--- src/rtl/player_ship_ctrl_if.sv ---
// player_ship_ctrl_if
//   Bundles the keyboard, restart, enemy-box and ship-state signals of the
//   player ship controller.
//   slave  : controller side (takes keys/enemies, drives ship state)
//   master : environment side (drives keys/enemies, observes ship state)
//   Signals:
//     keycode      N_KEYS 8-bit keycode slots, slot k = keycode[8k+7:8k]
//     restart      leaves GAME_OVER when sampled high
//     enemy_x/y    enemy box top-left corner, one entry per enemy
//     enemy_size   enemy box side length
//     enemy_alive  per-enemy collision enable
//     ship_x/y     ship centre
//     ship_w/h     current half-width / half-height
//     left_move    ship moving left this frame
//     right_move   ship moving right this frame
//     hit_pulse    one-frame pulse per counted hit
//     hit_mask     enemies overlapping the ship when the last hit was counted
//     lives        remaining lives
//     invuln       respawn invulnerability active
//     game_over    game over state
interface player_ship_ctrl_if #(
    parameter int unsigned N_ENEMY = 4,
    parameter int unsigned N_KEYS  = 3
);
    logic [8*N_KEYS-1:0] keycode;
    logic                restart;
    logic [9:0]          enemy_x    [N_ENEMY];
    logic [9:0]          enemy_y    [N_ENEMY];
    logic [9:0]          enemy_size [N_ENEMY];
    logic [N_ENEMY-1:0]  enemy_alive;

    logic [9:0]          ship_x;
    logic [9:0]          ship_y;
    logic [9:0]          ship_w;
    logic [9:0]          ship_h;
    logic                left_move;
    logic                right_move;
    logic                hit_pulse;
    logic [N_ENEMY-1:0]  hit_mask;
    logic [2:0]          lives;
    logic                invuln;
    logic                game_over;

    modport slave (
        input  keycode, restart, enemy_x, enemy_y, enemy_size, enemy_alive,
        output ship_x, ship_y, ship_w, ship_h, left_move, right_move,
               hit_pulse, hit_mask, lives, invuln, game_over
    );

    modport master (
        output keycode, restart, enemy_x, enemy_y, enemy_size, enemy_alive,
        input  ship_x, ship_y, ship_w, ship_h, left_move, right_move,
               hit_pulse, hit_mask, lives, invuln, game_over
    );
endinterface

--- src/rtl/player_ship_ctrl.sv ---
// player_ship_ctrl
//   Player spaceship controller for the meteorite-dodge game. Moves the ship
//   from keyboard keycodes, clamps it to the play field, checks collision
//   against N_ENEMY enemy boxes and runs the lives / hit / respawn
//   invulnerability / game-over state machine.
//   Ports:
//     frame_clk  frame clock, one rising edge per video frame
//     Reset      asynchronous, active-high
//     bus        player_ship_ctrl_if.slave (keys, restart, enemies in;
//                ship position/size, movement flags, hit info, lives,
//                invuln and game_over out)
module player_ship_ctrl #(
    parameter int unsigned N_ENEMY    = 4,
    parameter int unsigned N_KEYS     = 3,
    parameter int unsigned X_MIN      = 9,
    parameter int unsigned X_MAX      = 630,
    parameter int unsigned Y_MIN      = 6,
    parameter int unsigned Y_MAX      = 473,
    parameter int unsigned SPAWN_X    = 320,
    parameter int unsigned SPAWN_Y    = 450,
    parameter int unsigned SPEED      = 3,
    parameter int unsigned HALF_W     = 17,
    parameter int unsigned HALF_W_MV  = 14,
    parameter int unsigned HALF_H     = 16,
    parameter int unsigned LIVES      = 3,
    parameter int unsigned HIT_FRAMES = 30,
    parameter int unsigned INV_FRAMES = 120
) (
    input logic               frame_clk,
    input logic               Reset,
    player_ship_ctrl_if.slave bus
);

    localparam int unsigned T_MAX = (HIT_FRAMES > INV_FRAMES) ? HIT_FRAMES : INV_FRAMES;
    localparam int unsigned TW    = (T_MAX > 1) ? $clog2(T_MAX) : 1;

    localparam logic signed [10:0] X_LO  = 11'(X_MIN + HALF_W);
    localparam logic signed [10:0] X_HI  = 11'(X_MAX - HALF_W);
    localparam logic signed [10:0] Y_LO  = 11'(Y_MIN + HALF_H);
    localparam logic signed [10:0] Y_HI  = 11'(Y_MAX - HALF_H);
    localparam logic signed [10:0] STEP  = 11'(SPEED);
    localparam logic [9:0]         SPX   = 10'(SPAWN_X);
    localparam logic [9:0]         SPY   = 10'(SPAWN_Y);
    localparam logic [2:0]         LV0   = 3'(LIVES);
    localparam logic [TW-1:0]      T_HIT = TW'(HIT_FRAMES - 1);
    localparam logic [TW-1:0]      T_INV = TW'(INV_FRAMES - 1);

    typedef enum logic [1:0] {
        ST_ALIVE,
        ST_HIT,
        ST_INVULN,
        ST_GAME_OVER
    } state_t;

    state_t             state_q, state_d;
    logic [TW-1:0]      timer_q, timer_d;
    logic [9:0]         x_q, x_d, y_q, y_d;
    logic               lm_q, lm_d, rm_q, rm_d;
    logic [2:0]         lives_q, lives_d;
    logic               hp_q, hp_d;
    logic [N_ENEMY-1:0] mask_q, mask_d;

    logic               key_a, key_d, key_s, key_w;
    logic               go_left, go_right;
    logic signed [10:0] nx, ny;
    logic [9:0]         w;
    logic [10:0]        sx_lo, sx_hi, sy_lo, sy_hi;
    logic [N_ENEMY-1:0] hits;

    // Key decode: a key counts if it appears in any slot.
    always_comb begin
        key_a = 1'b0;
        key_d = 1'b0;
        key_s = 1'b0;
        key_w = 1'b0;
        for (int unsigned k = 0; k < N_KEYS; k++) begin
            if (bus.keycode[8*k +: 8] == 8'h04) key_a = 1'b1;
            if (bus.keycode[8*k +: 8] == 8'h07) key_d = 1'b1;
            if (bus.keycode[8*k +: 8] == 8'h16) key_s = 1'b1;
            if (bus.keycode[8*k +: 8] == 8'h1A) key_w = 1'b1;
        end
    end

    // Candidate position for a frame with movement enabled (left/down win).
    always_comb begin
        go_left  = key_a;
        go_right = key_d & ~key_a;
        nx = signed'({1'b0, x_q});
        ny = signed'({1'b0, y_q});
        if (go_left)       nx = nx - STEP;
        else if (go_right) nx = nx + STEP;
        if (key_s)         ny = ny + STEP;
        else if (key_w)    ny = ny - STEP;
        if (nx < X_LO)      nx = X_LO;
        else if (nx > X_HI) nx = X_HI;
        if (ny < Y_LO)      ny = Y_LO;
        else if (ny > Y_HI) ny = Y_HI;
    end

    assign w = (lm_q | rm_q) ? 10'(HALF_W_MV) : 10'(HALF_W);

    // Ship box edges in 11 bits so x-w and ex+es never wrap.
    assign sx_lo = {1'b0, x_q} - {1'b0, w};
    assign sx_hi = {1'b0, x_q} + {1'b0, w};
    assign sy_lo = {1'b0, y_q} - 11'(HALF_H);
    assign sy_hi = {1'b0, y_q} + 11'(HALF_H);

    always_comb begin
        hits = '0;
        for (int unsigned i = 0; i < N_ENEMY; i++) begin
            hits[i] = bus.enemy_alive[i]
                && (sx_lo <= ({1'b0, bus.enemy_x[i]} + {1'b0, bus.enemy_size[i]}))
                && (sy_lo <= ({1'b0, bus.enemy_y[i]} + {1'b0, bus.enemy_size[i]}))
                && (sx_hi >  {1'b0, bus.enemy_x[i]})
                && (sy_hi >  {1'b0, bus.enemy_y[i]});
        end
    end

    always_ff @(posedge frame_clk or posedge Reset) begin
        if (Reset) begin
            state_q <= ST_ALIVE;
            timer_q <= '0;
            x_q     <= SPX;
            y_q     <= SPY;
            lm_q    <= 1'b0;
            rm_q    <= 1'b0;
            lives_q <= LV0;
            hp_q    <= 1'b0;
            mask_q  <= '0;
        end else begin
            state_q <= state_d;
            timer_q <= timer_d;
            x_q     <= x_d;
            y_q     <= y_d;
            lm_q    <= lm_d;
            rm_q    <= rm_d;
            lives_q <= lives_d;
            hp_q    <= hp_d;
            mask_q  <= mask_d;
        end
    end

    always_comb begin
        state_d = state_q;
        timer_d = timer_q;
        x_d     = x_q;
        y_d     = y_q;
        lm_d    = 1'b0;
        rm_d    = 1'b0;
        lives_d = lives_q;
        hp_d    = 1'b0;
        mask_d  = mask_q;
        unique case (state_q)
            ST_ALIVE: begin
                x_d  = nx[9:0];
                y_d  = ny[9:0];
                lm_d = go_left;
                rm_d = go_right;
                // Any number of simultaneous hits costs exactly one life.
                if (|hits) begin
                    lives_d = lives_q - 3'd1;
                    hp_d    = 1'b1;
                    mask_d  = hits;
                    if (lives_q <= 3'd1) begin
                        lives_d = '0;
                        state_d = ST_GAME_OVER;
                        timer_d = '0;
                    end else begin
                        state_d = ST_HIT;
                        timer_d = T_HIT;
                    end
                end
            end
            ST_HIT: begin
                if (timer_q == '0) begin
                    x_d     = SPX;
                    y_d     = SPY;
                    state_d = ST_INVULN;
                    timer_d = T_INV;
                end else begin
                    timer_d = timer_q - 1'b1;
                end
            end
            ST_INVULN: begin
                x_d  = nx[9:0];
                y_d  = ny[9:0];
                lm_d = go_left;
                rm_d = go_right;
                if (timer_q == '0) state_d = ST_ALIVE;
                else               timer_d = timer_q - 1'b1;
            end
            ST_GAME_OVER: begin
                if (bus.restart) begin
                    state_d = ST_ALIVE;
                    lives_d = LV0;
                    x_d     = SPX;
                    y_d     = SPY;
                    mask_d  = '0;
                end
            end
            default: state_d = ST_ALIVE;
        endcase
    end

    assign bus.ship_x     = x_q;
    assign bus.ship_y     = y_q;
    assign bus.ship_w     = w;
    assign bus.ship_h     = 10'(HALF_H);
    assign bus.left_move  = lm_q;
    assign bus.right_move = rm_q;
    assign bus.hit_pulse  = hp_q;
    assign bus.hit_mask   = mask_q;
    assign bus.lives      = lives_q;
    assign bus.invuln     = (state_q == ST_INVULN);
    assign bus.game_over  = (state_q == ST_GAME_OVER);

endmodule
--- src/flat_wrapper.sv ---
// flat-port wrapper written by rule: the top's interface ports become plain ports
module player_ship_ctrl_flat 
#(
    parameter int unsigned N_ENEMY    = 4,
    parameter int unsigned N_KEYS     = 3,
    parameter int unsigned X_MIN      = 9,
    parameter int unsigned X_MAX      = 630,
    parameter int unsigned Y_MIN      = 6,
    parameter int unsigned Y_MAX      = 473,
    parameter int unsigned SPAWN_X    = 320,
    parameter int unsigned SPAWN_Y    = 450,
    parameter int unsigned SPEED      = 3,
    parameter int unsigned HALF_W     = 17,
    parameter int unsigned HALF_W_MV  = 14,
    parameter int unsigned HALF_H     = 16,
    parameter int unsigned LIVES      = 3,
    parameter int unsigned HIT_FRAMES = 30,
    parameter int unsigned INV_FRAMES = 120
)
  (frame_clk, Reset, bus_keycode, bus_restart, bus_enemy_x, bus_enemy_y, bus_enemy_size, bus_enemy_alive, bus_ship_x, bus_ship_y, bus_ship_w, bus_ship_h, bus_left_move, bus_right_move, bus_hit_pulse, bus_hit_mask, bus_lives, bus_invuln, bus_game_over);
  player_ship_ctrl_if #(.N_ENEMY(N_ENEMY), .N_KEYS(N_KEYS)) bus_i ();
  input logic frame_clk;
  input logic Reset;
  input wire logic [$bits(bus_i.keycode)-1:0] bus_keycode;
  input wire logic [$bits(bus_i.restart)-1:0] bus_restart;
  input wire logic [$bits(bus_i.enemy_x)-1:0] bus_enemy_x;
  input wire logic [$bits(bus_i.enemy_y)-1:0] bus_enemy_y;
  input wire logic [$bits(bus_i.enemy_size)-1:0] bus_enemy_size;
  input wire logic [$bits(bus_i.enemy_alive)-1:0] bus_enemy_alive;
  output wire logic [$bits(bus_i.ship_x)-1:0] bus_ship_x;
  output wire logic [$bits(bus_i.ship_y)-1:0] bus_ship_y;
  output wire logic [$bits(bus_i.ship_w)-1:0] bus_ship_w;
  output wire logic [$bits(bus_i.ship_h)-1:0] bus_ship_h;
  output wire logic [$bits(bus_i.left_move)-1:0] bus_left_move;
  output wire logic [$bits(bus_i.right_move)-1:0] bus_right_move;
  output wire logic [$bits(bus_i.hit_pulse)-1:0] bus_hit_pulse;
  output wire logic [$bits(bus_i.hit_mask)-1:0] bus_hit_mask;
  output wire logic [$bits(bus_i.lives)-1:0] bus_lives;
  output wire logic [$bits(bus_i.invuln)-1:0] bus_invuln;
  output wire logic [$bits(bus_i.game_over)-1:0] bus_game_over;
  assign bus_i.keycode = bus_keycode;
  assign bus_i.restart = bus_restart;
  assign bus_i.enemy_x = {>>{bus_enemy_x}};
  assign bus_i.enemy_y = {>>{bus_enemy_y}};
  assign bus_i.enemy_size = {>>{bus_enemy_size}};
  assign bus_i.enemy_alive = bus_enemy_alive;
  assign bus_ship_x = bus_i.ship_x;
  assign bus_ship_y = bus_i.ship_y;
  assign bus_ship_w = bus_i.ship_w;
  assign bus_ship_h = bus_i.ship_h;
  assign bus_left_move = bus_i.left_move;
  assign bus_right_move = bus_i.right_move;
  assign bus_hit_pulse = bus_i.hit_pulse;
  assign bus_hit_mask = bus_i.hit_mask;
  assign bus_lives = bus_i.lives;
  assign bus_invuln = bus_i.invuln;
  assign bus_game_over = bus_i.game_over;
  player_ship_ctrl #(.N_ENEMY(N_ENEMY), .N_KEYS(N_KEYS), .X_MIN(X_MIN), .X_MAX(X_MAX), .Y_MIN(Y_MIN), .Y_MAX(Y_MAX), .SPAWN_X(SPAWN_X), .SPAWN_Y(SPAWN_Y), .SPEED(SPEED), .HALF_W(HALF_W), .HALF_W_MV(HALF_W_MV), .HALF_H(HALF_H), .LIVES(LIVES), .HIT_FRAMES(HIT_FRAMES), .INV_FRAMES(INV_FRAMES)) u_core (.frame_clk(frame_clk), .Reset(Reset), .bus(bus_i));
endmodule
--- config.mk ---
export PLATFORM = sky130hd
export DESIGN_NAME = player_ship_ctrl_flat
export DESIGN_NICKNAME = d
export VERILOG_FILES = /design/src/rtl/player_ship_ctrl_if.sv /design/src/rtl/player_ship_ctrl.sv /design/src/flat_wrapper.sv
export SDC_FILE = /design/constraint.sdc
export NUM_CORES = 1
export LEC_CHECK = 0
export ABC_AREA = 1
export CORE_MARGIN = 2
export CORE_UTILIZATION = 30
export DETAILED_ROUTE_END_ITERATION = 12
export PLACE_DENSITY_LB_ADDON = 0.12
export SETUP_SLACK_MARGIN = 0.05
export SLEW_MARGIN = 20
export SYNTH_ARGS = -nofsm -noshare
export SYNTH_HDL_FRONTEND = slang
export SYNTH_SLANG_ARGS = --single-unit
--- constraint.sdc ---
create_clock -name frame_clk -period 10.3 [get_ports frame_clk]
set_clock_uncertainty 0.2 [all_clocks]
set_input_delay 1.545 -clock frame_clk [delete_from_list [all_inputs] [get_ports frame_clk]]
set_output_delay 1.545 -clock frame_clk [all_outputs]
set_load 0.02 [all_outputs]
==> flow_summary.toml, run 1 <==
[setup_path]
worstPathArrival_ns = 5.84
cp_max_fo = 19
critPathMostFrequentCell = "nand2_1"
cpPeakStageDelay_ns = 0.53
end_kind = "register"
setup.worst_path.class = "in2reg"
cp.required_ns = 10.27
cp_slowest_cell = "clkdlybuf4s50_1"
cp-start-kind = "input port"

[placed_design]
hpwl_um = 37110
io_buffers = 187
gp_congestion = 0.8929
place_ws_ns = 4.104

[synthesis]
syn_inst = 1818
ys_ff_latch = 39
synth_top_area_share_pct = 27.97
synth_largest_area_cell = "ha_1"
yosysSeqAreaShare_pct = 8.380
syn_avg_cell_area_um2 = 6.471
synth_area_mm2 = 0.01177
yosys-top-cells-area = "ha_1 28%, nand2_1 14%, inv_1 8.6%"
yosysWarnings = 0
yosysUniqueCellTypes = 54

[final_layout]
drive_gt1_share_pct = 3.158
n_antenna_cell = 0
nFillCells = 4150
area_growth_pct = 21.59
fin_nets = 2418

[global_routing]
grt_pass1_vias = 12130
grt_pass1_wl_um = 67670
grt_usage_pct = 21.20
grt_overflow = 0
grt_max_degree = 40
antenna_found_initial = 0

[pwr]
vdd_drop_max_uv = 87.32
p_leak_nw = 7.453
power_density_mw_per_mm2 = 153.1

[timing]
period_minus_slack_ns = 5.866
finalSetupViolations = 0
grt_setup_unrepaired = "no"
tns_ns = 0
fmax_ghz = 0.1705
final.setup.worst_slack_ns = 4.434
relSlewSlack_pct = 34.55
hold_viol = 0
post-route-period-util_pct = 56.95
worst_pin_slew_ns = 0.9715
report.final.slew_viol_count = 0

[detailed_routing]
routedWlPerCell_um = 17.32
antenna_left = 0
routed_wl_um = 43530
drtIter0Drc = 826
drc = 0
via_per_inst = 4.894
dr.pass1.iters = 5
num_vias = 12300

[floorplanning]
die_x_um = 202.0
core_mm2 = 0.03865
rows = 72
die_area_mm2 = 0.04082
start_util_pct = 30.44
die_h_um = 202.0
ios = 203

[clock_network]
cts_setup_buffers = 0
cts_sinks = 39
cts_max_level = 2
cts_inserted_buffers = 5
clk_pin_slew_ns = 0.06
ctsResizeCount = 0
holdBufCountCts = 0
cts_tree = "yes"
insertion_delay_ns = 0.29
clk_path_buf_depth = 2
cts_root_buf = "clkbuf_16"

[worst_hold_path]
worstHoldPathType = "reg2reg"

[run]
drv_cap = 0

[run_status]
status = "finished clean"
[per-stage QoR]
stage	instance area [um^2]	power, mW	hold WS [ns]	util, %	cells
final	14310	2.190	0.2725	37.01	2513
after CTS	14310	2.203	0.2759	37.01	2513
after detailed placement	14140	2.009	0.2612	36.58	2505
after global placement	14140	1.986	0.2585	36.58	2505
after floorplan	11810	1.458	0.2419	-	1831
after global routing	14310	2.453	0.3218	37.01	2513
[kinds of logic (layout without fill, tap and decap cells)]
group	Yosys count	in the layout	share of synthesized area (%)
AND/OR/NAND/NOR	799	799	29.66
XOR/XNOR	104	104	7.742
other	2	15	0.06383
flip-flops	39	39	8.380
buffers and inverters	315	479	11.02
multiplexers	1	1	0.08508
AO/OA/AOI/OAI	285	285	13.38
adder cells (fa/ha/maj)	273	273	29.67
[sequential cells by signal, summed over array words and instances (netlist names)]
signal	count
u_core.bus.hit_mask	4
u_core.bus.hit_pulse	1
u_core.bus.left_move	1
u_core.bus.lives	3
u_core.bus.right_move	1
u_core.bus.ship_x	10
u_core.bus.ship_y	10
u_core.state_q	2
u_core.timer_q	7
[Yosys cell counts, drive strengths merged]
library cell / number
o41ai: 1
o31ai: 5
nor3b: 2
fa: 10
mux2i: 1
ha: 263
o21bai: 6
nand4: 63
a21o: 11
a21oi: 138
o2111ai: 3
nor2: 151
nand3: 104
nand2: 445
dfstp: 8
clkinv: 2
nand3b: 1
dfrtp: 31
inv: 276
buf: 33
or2: 2
conb: 2
xor2: 82
a31oi: 11
nor3: 19
xnor2: 22
clkbuf: 4
or3: 1
nor4: 8
o2111a: 1
and3: 3
o311ai: 2
o21a: 3
o21ai: 90
a21boi: 1
a211oi: 3
o22ai: 1
o211ai: 9
[final cells by class]
class,instances,area [um^2],area share [%]
tap,518,648.1,4.531
clock buffer,5,125.1,0.8747
sequential,39,985.9,6.892
multi-input combinational,1477,9534,66.65
clock inverter,3,43.79,0.3061
timing repair buffer,193,1917,13.40
inverter,278,1051,7.347
[worst max-delay path: cells and delay by family]
family	cells	cell delay, ns
adders and majority gates	3	0.86
and+or+nand+nor	17	1.95
AOI/OAI and AO/OA	5	0.86
buffers and inverters	3	0.64
[layer usage]
metal  wire length (um)  global-route usage [%]  share of wire, %
met5                  0                       0                 0
met4                510                   2.626               1.2
met3               1318                   1.516               3.0
met2              20840                   37.70                48
met1              20860                   28.71                48
[where the power goes]
| part | total (mW) | internal (mW) | switching, mW |
|---|---|---|---|
| Sequential | 0.296 | 0.201 | 0.0944 |
| Clock | 0.181 | 0.114 | 0.0668 |
| Combinational | 1.71 | 0.636 | 1.08 |
[path summary, 6_finish.rpt]
kind | from | to | slack [ns] | depth (start not counted)
worst max register to register | u_core.bus.right_move | u_core.timer_q[3] | 5.11 | 25
worst max-delay path | bus_enemy_size[10] | u_core.timer_q[3] | 4.43 | 28
min in group asynchronous | Reset | u_core.timer_q[1] | 1.51 | 3
worst min register to register | u_core.bus.hit_mask[1] | u_core.bus.hit_mask[1] | 0.27 | 2
max in group asynchronous | Reset | u_core.bus.ship_y[6] | 8.00 | 3
worst min-delay path | u_core.bus.hit_mask[1] | u_core.bus.hit_mask[1] | 0.27 | 2
[layout by cell type (no fill, tap or decap), types with 9 or more instances in the layout]
| cell type | n |
|---|---|
| inv_1 | 270 |
| nand3_1 | 96 |
| fa_1 | 10 |
| nand2_1 | 433 |
| nor2_1 | 142 |
| clkdlybuf4s50_1 | 187 |
| ha_1 | 263 |
| xnor2_1 | 22 |
| conb_1 | 15 |
| o21ai_0 | 89 |
| nand4_1 | 60 |
| dfrtp_1 | 31 |
| o211ai_1 | 9 |
| a31oi_1 | 11 |
| a21o_1 | 11 |
| xor2_1 | 82 |
| nor3_1 | 19 |
| nand2_2 | 11 |
| a21oi_1 | 137 |
(Power assumes the default switching activity.)
==> run 2: changes to the inputs <==
==> constraint.sdc (replaced) <==
create_clock -name frame_clk -period 5.6 [get_ports frame_clk]
set_clock_uncertainty 0.2 [all_clocks]
set_input_delay 0.84 -clock frame_clk [delete_from_list [all_inputs] [get_ports frame_clk]]
set_output_delay 0.84 -clock frame_clk [all_outputs]
set_load 0.02 [all_outputs]
==> run 2 against run 1 <==
Flip-flop and latch count is the same. Routed wire length shrank 0.35%. Global-route usage shrank 0.30 points. Via count grew 0.39%. Register-to-register slack lost 4.5 ns. Power grew 86%. Worst hold slack gained 0.00056 ns. Count of clock-buffer cells in the layout grew 1. Non-clock buffer count grew 9. Critical path depth grew 1. Worst setup slack lost 3.9 ns. Sequential share of layout area is essentially flat. Critical endpoint is now u_core.timer_q[1]. Largest power group unchanged.
==> flow_summary.toml, run 2 (same netlist as run 1, synthesis figures left out) <==
[placed_design]
gp_congestion = 0.8836
placed_area_mm2 = 0.01420
io_buffers = 187
post-place-cells = 2514
hpwl_um = 36950

[pwr]
power_density_mw_per_mm2 = 282.9
total_power_mw = 4.067
p_leak_nw = 7.501
vdd_drop_max_uv = 145.8

[timing]
worst_pin_slew_ns = 0.9549
period_minus_slack_ns = 5.083
hold_viol = 0
timing.hold.ws_ns = 0.2730
grt_setup_unrepaired = "no"
finalSetupViolations = 0
fmax_ghz = 0.1967
post-route-period-util_pct = 90.76
report.final.slew_viol_count = 0
relSlewSlack_pct = 35.88
tns_ns = 0

[clock_network]
holdBufCountCts = 0
clk_pin_slew_ns = 0.06
cts_inserted_buffers = 5
cts_sinks = 39
cts_tree = "yes"
cts_max_level = 2
clk_path_buf_depth = 2
cts_root_buf = "clkbuf_16"
insertion_delay_ns = 0.29

[floorplanning]
core_mm2 = 0.03865
ios = 203
rows = 72
die_h_um = 202.0
die_area_mm2 = 0.04082
die_x_um = 202.0
start_util_pct = 30.44

[setup_path]
setup.worst_path.class = "in2reg"
r2r_setup_slack_ns = 0.58
worstPathArrival_ns = 5.06
cp_slowest_cell = "clkdlybuf4s50_1"
cpPeakStageDelay_ns = 0.47
critPathMostFrequentCell = "nand2_1"
cp.required_ns = 5.58
r2r_cells = 26
cp_max_fo = 19
end_kind = "register"
regToRegEndpoint = "u_core.timer_q[1]"
cp-start-kind = "input port"
r2r_start = "u_core.bus.right_move"

[global_routing]
grt_pass1_wl_um = 66410
antenna_found_initial = 0
grt_usage_pct = 20.91
grt_pass1_vias = 12140
grt_overflow = 0
grt_max_degree = 40

[run]
drv_cap = 0

[detailed_routing]
routedWlPerCell_um = 17.20
drc = 0
antenna_left = 0
num_vias = 12350
drtIter0Drc = 580
dr.pass1.iters = 6
via_per_inst = 4.895
routed_wl_um = 43380

[final_layout]
area_growth_pct = 22.21
drive_gt1_share_pct = 3.593
fin_nets = 2427
final_common_cell = "nand2_1"
final_area_mm2 = 0.01438
layout_common_cells = "433 x nand2_1, 270 x inv_1, 263 x ha_1, 187 x clkdlybuf4s50_1, 142 x nor2_1"
n_antenna_cell = 0
stdcell_count = 2522

[worst_hold_path]
holdPathEnd = "u_core.timer_q[0]"
holdPathStages = 2
hp-start = "u_core.timer_q[0]"
worstHoldPathType = "reg2reg"

[run_status]
status = "finished clean"
## run 2: worst max-delay path, delay by kind of cell
family                   cells  cell delay [ns]
AO/OA/AOI/OAI                4             0.65
buffers and inverters        2             0.52
AND/OR/NAND/NOR             20             2.26
XOR/XNOR                     1             0.13
adder cells (fa/ha/maj)      2             0.66
## run 2: metal layers
metal  GRT usage (%)  wire [um]  vias up
li1                -          -     6396
met1           27.62      20240     5603
met2           36.19      20060      289
met3           1.886       1697       58
met4           5.909       1374        0
met5               0          0        -
## run 2: final cells by class
class | instances | area, um^2
well taps | 518 | 648.1
clock buffers | 6 | 138.9
multi-input cells | 1477 | 9534
clock inverters | 2 | 35.03
flip-flops and latches | 39 | 985.9
fillers | 4212 | 24270
inverters | 278 | 1051
repair buffers | 202 | 1984
## run 2: worst max-delay path by stage
stage | from | endpoint | slack, ns | cells past startpoint
after detailed placement | bus_enemy_size[10] | u_core.timer_q[1] | 0.14 | 28
after global placement | bus_enemy_size[10] | u_core.timer_q[4] | 0.20 | 28
after floorplan | u_core.bus.right_move | u_core.timer_q[6] | 0.81 | 24
after CTS | bus_enemy_size[10] | u_core.timer_q[1] | 0.44 | 28
final | bus_enemy_size[12] | u_core.timer_q[1] | 0.52 | 29
after global routing | bus_enemy_size[12] | u_core.bus.hit_mask[1] | 0.07 | 29
## run 2: per-stage QoR
step	util [%]	setup slack, ns
floorplan	-	0.8052
global placement	36.75	0.2046
detailed placement	36.75	0.1370
CTS	37.20	0.4386
global route	37.20	0.07259
finish	37.20	0.5174
## run 2: report_power, final
group,internal (mW),leakage (nW),switching (mW)
registers,0.370,0.504,0.160
logic,1.19,6.91,2.00
clock network,0.222,0.0868,0.124
## run 2: timing repair
| action | 4_1_cts | 5_1_grt |
|---|---|---|
| setup endpoints to repair | 0 | 4 |
| gates resized for setup | 0 | 1 |
| setup buffers | 0 | 0 |
==> run 3: changes to the inputs <==
--- a/config.mk
+++ b/config.mk
@@ -6,9 +6,9 @@
 export NUM_CORES = 1
 export LEC_CHECK = 0
 export ABC_AREA = 1
-export CORE_MARGIN = 2
-export CORE_UTILIZATION = 30
+export CORE_UTILIZATION = 56
 export DETAILED_ROUTE_END_ITERATION = 12
+export MAX_ROUTING_LAYER = met4
 export PLACE_DENSITY_LB_ADDON = 0.12
 export SETUP_SLACK_MARGIN = 0.05
 export SLEW_MARGIN = 20
==> run 3 against run 2 <==
Count of clock-buffer cells in the layout unchanged. Worst hold slack improved by 0.025 ns. Sequential power increased by 0.8%. Flip-flop and latch count unchanged. Final cell count decreased by 10%. Global-route usage rose by 15 points.
==> flow_summary.toml, run 3 (same netlist as run 1, synthesis figures left out) <==
[run_status]
status = "finished clean"

[timing]
relSlewSlack_pct = 26.33
fmax_ghz = 0.1969
finalSetupViolations = 0
tns_ns = 0
post-route-period-util_pct = 90.70
worst_pin_slew_ns = 1.095
period_minus_slack_ns = 5.079
report.final.slew_viol_count = 0
grt_setup_unrepaired = "no"
hold_viol = 0

[placed_design]
placed_area_mm2 = 0.01382
io_buffers = 187
post-place-cells = 2257
hpwl_um = 31440
gp_congestion = 0.9683

[final_layout]
area_growth_pct = 18.97
final_area_mm2 = 0.01400
seqCellArea_um2 = 985.9
fin_nets = 2418
n_antenna_cell = 0
drive_gt1_share_pct = 3.108
nFillCells = 1901
stdcell_count = 2265
layout_common_cells = "433 x nand2_1, 271 x inv_1, 263 x ha_1, 187 x clkdlybuf4s50_1, 143 x nor2_1"
multi_input_area_mm2 = 0.009532
final_common_cell = "nand2_1"

[floorplanning]
rows = 52
core_mm2 = 0.02043
ios = 203
die_h_um = 146.9
die_x_um = 146.9
start_util_pct = 57.59
die_area_mm2 = 0.02159

[setup_path]
cp_slowest_cell = "xor2_1"
setup.worst_path.class = "reg2reg"
cp_max_fo = 19
worstPathArrival_ns = 5.10
critPathMostFrequentCell = "nand2_1"
end_kind = "register"
cp-start-kind = "register"
cp.required_ns = 5.62
cpPeakStageDelay_ns = 0.65

[pwr]
vdd_drop_max_uv = 237.2
power_density_mw_per_mm2 = 286.6
p_leak_nw = 7.459

[clock_network]
clk_pin_slew_ns = 0.06
cts_inserted_buffers = 5
ctsResizeCount = 0
cts_tree = "yes"
cts_max_level = 2
cts_setup_buffers = 0
cts_sinks = 39
cts_root_buf = "clkbuf_16"
insertion_delay_ns = 0.29
clk_path_buf_depth = 2
holdBufCountCts = 0

[global_routing]
grt_pass1_vias = 11930
grt_pass1_wl_um = 60210
antenna_found_initial = 0
grt_max_degree = 40
grt_overflow = 0
grt_usage_pct = 36.10

[detailed_routing]
via_per_inst = 5.628
routed_wl_um = 37930
drtIter0Drc = 826
num_vias = 12750
drc = 0
routedWlPerCell_um = 16.75
dr.pass1.iters = 6
antenna_left = 0

[run]
drv_cap = 0

[worst_hold_path]
worstHoldPathType = "reg2reg"
[run 3: cell count changes in the layout (fill, tap and decap cells not counted)]
cell and delta:
o21ai_1 -2, inv_1 +1, nor2_1 +1, o21ai_0 +2, buf_4 -9, clkinv_1 -1, nor2_2 -1
[run 3: per-layer routing]
layer | vias to the layer above | wire length, um | global-route usage [%]
li1 | 6389 | - | -
met1 | 5813 | 16700 | 46.81
met2 | 472 | 17290 | 59.22
met3 | 73 | 2989 | 4.255
met4 | 0 | 947 | 9.794
met5 | - | 0 | -
[run 3: power by group]
part	total (mW)	internal [mW]	switching, mW
clock network	0.341	0.222	0.119
logic	3.14	1.18	1.96
registers	0.535	0.370	0.165
[run 3: path summary, 6_finish.rpt]
path                                       startpoint                   end  slack, ns  cells after the start
worst min register to register    u_core.bus.lives[1]   u_core.bus.lives[1]       0.30                      2
min in group asynchronous                       Reset  u_core.bus.ship_x[2]       0.78                      3
worst max-delay path            u_core.bus.right_move     u_core.timer_q[1]       0.52                     25
worst min-delay path              u_core.bus.lives[1]   u_core.bus.lives[1]       0.30                      2
max in group asynchronous                       Reset  u_core.bus.ship_y[6]       4.03                      3
worst max register to register  u_core.bus.right_move     u_core.timer_q[1]       0.52                     25
[run 3: through the flow]
step                power, mW  setup slack [ns]  utilization, %  hold slack (ns)
floorplan               2.682            0.8052               -           0.2419
global placement        3.516            0.4685           67.66           0.2660
detailed placement      3.607            0.3083           67.66           0.2749
CTS                     3.964            0.6109           68.51           0.2956
global route            4.431            0.1901           68.51           0.3087
finish                  4.012            0.5209           68.51           0.2984
[run 3: final cells by class]
| class | instances | share of cell area [%] |
|---|---|---|
| Clock buffer | 6 | 0.9922 |
| Clock inverter | 2 | 0.2503 |
| Inverter | 278 | 7.509 |
| Multi-Input combinational cell | 1477 | 68.10 |
| Sequential cell | 39 | 7.044 |
| Tap cell | 270 | 2.414 |
| Timing Repair Buffer | 193 | 13.69 |
[run 3: worst max-delay path, delay by kind of cell, from the launching register on]
family	cells	cell delay, ns
AND/OR/NAND/NOR	12	1.40
AO/OA/AOI/OAI	7	0.99
adder cells (fa/ha/maj)	2	0.88
XOR/XNOR	1	0.65
buffers and inverters	3	0.51
flip-flops	1	0.38
